===== src/rtl/dmem_sized.sv =====
// rtl/dmem_sized.sv - byte-addressable data memory with sized accesses and a registered one-cycle response
// Optional DMEM_CLEAR_EN: zero the whole array after every reset before accepting requests.
module dmem_sized #(
  parameter int n = 32,
  parameter int r = 6
) (
  input  logic         clk,
  input  logic         rst,
  input  logic         reqValid,
  output logic         reqReady,
  input  logic         writeEnable,
  input  logic [1:0]   size,
  input  logic         signedLoad,
  input  logic [n-1:0] addr,
  input  logic [n-1:0] writeData,
  output logic [n-1:0] readData,
  output logic         respValid,
  output logic         fault
);
  localparam int B = n / 8;
  localparam int L = $clog2(B);

  logic [n-1:0] mem_q [2**r];

  logic [r-1:0] word_idx;
  logic [L-1:0] byte_off;
  logic         addr_unused;
  logic [L-1:0] align_mask;
  logic         fault_c;
  logic         accept;
  logic         st_we;
  logic [B-1:0] lane_en;
  logic [n-1:0] wr_data;
  logic [n-1:0] rd_shift;
  logic [n-1:0] keep_mask;
  logic         sign_bit;
  logic [n-1:0] load_result;
  logic         clr_we;
  logic [r-1:0] clr_idx;

  logic         respValid_q, respValid_d;
  logic         fault_q, fault_d;
  logic [n-1:0] readData_q, readData_d;

  // Upper address bits only select beyond the array and wrap away.
  assign word_idx    = addr[r+L-1:L];
  assign byte_off    = addr[L-1:0];
  assign addr_unused = ^addr[n-1:r+L];

  always_comb begin
    align_mask = L'((32'd1 << size) - 32'd1);
    fault_c    = (int'(size) > L) || ((byte_off & align_mask) != '0);
    accept     = reqValid && reqReady && !rst;
    st_we      = accept && writeEnable && !fault_c;
    lane_en    = B'(((32'd1 << (32'd1 << size)) - 32'd1) << byte_off);
    wr_data    = writeData << {byte_off, 3'b000};
  end

  // Load path: align selected bytes to bit 0, then zero- or sign-fill above.
  always_comb begin
    rd_shift  = mem_q[word_idx] >> {byte_off, 3'b000};
    keep_mask = (int'(size) >= L) ? '1 : ((n'(1) << (32'd8 << size)) - n'(1));
    case (size)
      2'd0:    sign_bit = rd_shift[7];
      2'd1:    sign_bit = rd_shift[15];
      default: sign_bit = rd_shift[31];
    endcase
    load_result = (rd_shift & keep_mask) | ((signedLoad && sign_bit) ? ~keep_mask : '0);
  end

  always_comb begin
    respValid_d = accept;
    fault_d     = accept && fault_c;
    readData_d  = readData_q;
    if (accept) begin
      if (fault_c)
        readData_d = '0;
      else if (!writeEnable)
        readData_d = load_result;
    end
  end

  always_ff @(posedge clk) begin
    if (rst) begin
      respValid_q <= 1'b0;
      fault_q     <= 1'b0;
      readData_q  <= '0;
    end else begin
      respValid_q <= respValid_d;
      fault_q     <= fault_d;
      readData_q  <= readData_d;
    end
  end

  assign respValid = respValid_q;
  assign fault     = fault_q;
  assign readData  = readData_q;

  always_ff @(posedge clk) begin
    if (clr_we) begin
      mem_q[clr_idx] <= '0;
    end else if (st_we) begin
      for (int k = 0; k < B; k++)
        if (lane_en[k])
          mem_q[word_idx][8*k +: 8] <= wr_data[8*k +: 8];
    end
  end

`ifdef DMEM_CLEAR_EN
  typedef enum logic {S_CLEAR, S_IDLE} state_t;
  state_t       state_q, state_d;
  logic [r-1:0] clear_idx_q, clear_idx_d;

  always_ff @(posedge clk) begin
    if (rst) begin
      state_q     <= S_CLEAR;
      clear_idx_q <= '0;
    end else begin
      state_q     <= state_d;
      clear_idx_q <= clear_idx_d;
    end
  end

  always_comb begin
    state_d     = state_q;
    clear_idx_d = clear_idx_q;
    if (state_q == S_CLEAR) begin
      clear_idx_d = clear_idx_q + r'(1);
      if (clear_idx_q == '1)
        state_d = S_IDLE;
    end
  end

  always_comb begin
    reqReady = (state_q == S_IDLE);
    clr_we   = (state_q == S_CLEAR) && !rst;
    clr_idx  = clear_idx_q;
  end
`else
  always_comb begin
    reqReady = !rst;
    clr_we   = 1'b0;
    clr_idx  = '0;
  end
`endif

endmodule

===== config.mk =====
export PLATFORM = sky130hd
export DESIGN_NAME = dmem_sized
export DESIGN_NICKNAME = d
export VERILOG_FILES = /design/src/rtl/dmem_sized.sv
export SDC_FILE = /design/constraint.sdc
export NUM_CORES = 2
export LEC_CHECK = 0
export CAP_MARGIN = 40
export CORE_ASPECT_RATIO = 1.1
export CORE_MARGIN = 4
export CORE_UTILIZATION = 50
export CTS_CLUSTER_SIZE = 20
export DETAILED_ROUTE_END_ITERATION = 10
export PLACE_DENSITY_LB_ADDON = 0.12
export SETUP_SLACK_MARGIN = 0.5
export SYNTH_ARGS = -nofsm -noshare
export SYNTH_HDL_FRONTEND = slang
export SYNTH_SLANG_ARGS = --single-unit

===== constraint.sdc =====
create_clock -name clk -period 12.5 [get_ports clk]
set_input_delay 1.875 -clock clk [delete_from_list [all_inputs] [get_ports clk]]
set_output_delay 1.875 -clock clk [all_outputs]
set_load 0.01 [all_outputs]

==> summary.md <==
| Metric | Value |
|---|---|
| First-pass GRT wire length | 368000 µm |
| Ys async rst share | 0% |
| DR WL/cell | 37.1 µm |
| Required time worst endpoint | 13.28 ns |
| Fin nets | 5025 |
| Post-synth top area cell | edfxtp_1 |
| Max-slew violation count | 0 |
| Total die area | 0.166 mm² |
| Arr. time, crit path | 7.25 ns |
| Sink Count | 2082 |
| Met3 Wirelength | 32300 µm |
| Critical Path Fanout Max | 54 |
| Overflow left after global routing | 0 |
| Post-synth EDFFs | 2048 |
| Die Width | 389 µm |
| Routed wire length | 268000 µm |
| Number of post-CTS setup repair buffers | 0 |
| Fmax | 0.155 GHz |
| Synth Register Bits | 2082 |
| Initial core utilization | 50.4% |
| DRT met1 WL | 99100 µm |
| Later-pin clock latency in the skew report | 0.83 ns |
| Status | complete, no violations |
| Via count | 48600 |
| CTS Buf Count | 195 |
| Layout cells sized above 1 | 16.1% |
| Worst Tran Pin Value | 1.01 ns |
| Mean Syn Cell Area | 17.0 µm² |
| Gr usage total | 32.0% |
| Number of core rows | 153 |
| Final Setup Violations | 0 |
| Post-DP Area | 0.0843 mm² |
| CP Launch Type | input pin |
| Finished Layout Cells | 7223 |
| Initial drt markers | 7207 |
| Post-CTS sizing | 0 |
| YS warnings | 0 |
| Hold_buf cts | 0 |
| IO buf count | 81 |
| DR DRC count | 0 |
| Power Density | 159 mW/mm² |
| Cell area after synthesis | 0.0796 mm² |
| Most frequent cells after synthesis | edfxtp_1, nor2_1, o22ai_1 |
| Setup_tns | 0 ns |
| Crit. End Element | flop |
| Placed cell count | 6844 |
| Initial DRT Pass Iterations | 6 |
| Ports | 106 |
| VDD IR max | 0.157 mV |
| Design Area, Final | 0.0905 mm² |
| Max Cap Violations | 0 |
| Mapped Nets | 4753 |
| Vias in the first global route | 46200 |
| Reg clk slew, reported paths | 0.06 ns |
| Final min period | 6.47 ns |
| Lkg Pwr | 0.0265 µW |
| Die span in y | 427 µm |
| RSZ-0062 raised after global routing | no |
| Core Region | 0.158 mm² |
| Layout Area Growth over Synthesis | 13.7% |
| Synth top area share | 77.2% |
| Root buffer cell | clkbuf_16 |
| Clock skew | 0.0192 ns |
| Top sig layer | met5 |
| Most common cell in the synthesized netlist | edfxtp_1 |
| Vias per cell | 6.73 |
| H-tree levels | 4 |
| Post-synthesis cell count | 4680 |
| Hold Fails Final Rpt | 0 |
| RePlAce Congestion | 0.897 |
| Rel. slew slack | 32.6% |
| Most used DFF post-synth | edfxtp_1 |
| Longest Clk Path Bufs | 3 |
| Initial antenna violation count | 23 |
| Kind of critical path | input pin to flop |
| Min-delay worst type | flop to flop |
| Synth cell types | 84 |
| CTS tree | yes |
| Largest net degree at the start of global routing | 87 |
| Routed Antenna Nets | 0 |
| Crit share post-route | 51.8% |
| Met2 routed WL | 120000 µm |
| Final HPWL DP | 164000 µm |
| Seq/Total Area, Yosys | 78.1% |
| Top post-synthesis cells by area | edfxtp_1, o22ai_1, a22oi_1 |
==> area by class of cell <==
type / count / area, µm²
Fill cell: 12200 / 67600
Sequential cell: 2082 / 62200
Multi-Input combinational cell: 2254 / 16100
Clock buffer: 244 / 5200
Timing Repair Buffer: 406 / 3370
Tap cell: 2092 / 2620
Clock inverter: 116 / 988
Inverter: 13 / 50.0
Antenna cell: 16 / 40.0
==> routing by layer <==
layer | up-vias | track usage (%)
li1 | 19800 | -
met1 | 25000 | 42.4
met2 | 3253 | 47.9
met3 | 579 | 9.13
met4 | 14 | 17.7
met5 | - | 0
==> path summary, 6_finish.rpt <==
kind                                                 from                   endpoint  slack (ns)  cells past startpoint
worst min-delay path            readData[12]$_SDFFE_PP0P_  readData[12]$_SDFFE_PP0P_        0.46                      2
worst max-delay path                              addr[3]   readData[3]$_SDFFE_PP0P_        6.03                     13
worst max register to register     mem_q[4][31]$_DFFE_PP_  readData[29]$_SDFFE_PP0P_        8.79                      8
worst min register to register  readData[12]$_SDFFE_PP0P_  readData[12]$_SDFFE_PP0P_        0.46                      2
==> kinds of logic after synthesis <==
group,after synthesis,synth area share (%)
fa+ha+maj,2,0.0314
xor+xnor,1,0.0110
simple gates,741,4.24
buf+inv,344,2.27
mux,292,4.41
compound gates,1218,11.0
flops,2082,78.1
==> critical path, cell delays in order <==
cell,delay (ns)
buf_8,0.41
buf_4,0.72
nand3b_4,0.60
buf_4,0.46
buf_4,0.57
o22a_1,0.24
o221ai_1,0.10
o31ai_1,0.58
o2111ai_1,0.30
a221oi_1,0.75
a2bb2oi_1,0.14
a21oi_1,0.19
a22o_1,0.13
==> through the flow <==
step / util (%) / power, µW / hold slack [ns] / setup WS, ns
global route: 57.2 / 14700 / 0.479 / 5.96
CTS: 57.2 / 14400 / 0.460 / 6.17
detailed placement: 53.3 / 8670 / 0.446 / 5.31
finish: 57.3 / 14400 / 0.463 / 6.03
floorplan: - / 8270 / 0.467 / 6.24
global placement: 52.4 / 8660 / 0.447 / 5.37
==> layout by cell type (no fill, tap or decap), drive strengths merged, types with 96 or more instances in the layout <==
cell and n:
buf 328, edfxtp 2048, mux2i 154, nand2 189, a21oi 107, a221oi 96, mux2 102, clkbuf 245
a22oi 219, nor2 337, o22ai 315
==> state kept, by name, summed over array words and instances, names as in the netlist <==
name and flops:
fault 1, respValid 1, mem_q 2048, readData 32
==> power by group <==
| group | switching [µW] | internal [µW] | total, µW |
|---|---|---|---|
| Clock | 2570 | 3250 | 5820 |
| Sequential | 2.57 | 7710 | 7710 |
| Combinational | 631 | 198 | 829 |
Note: power is estimated with default switching activity, not from simulation.
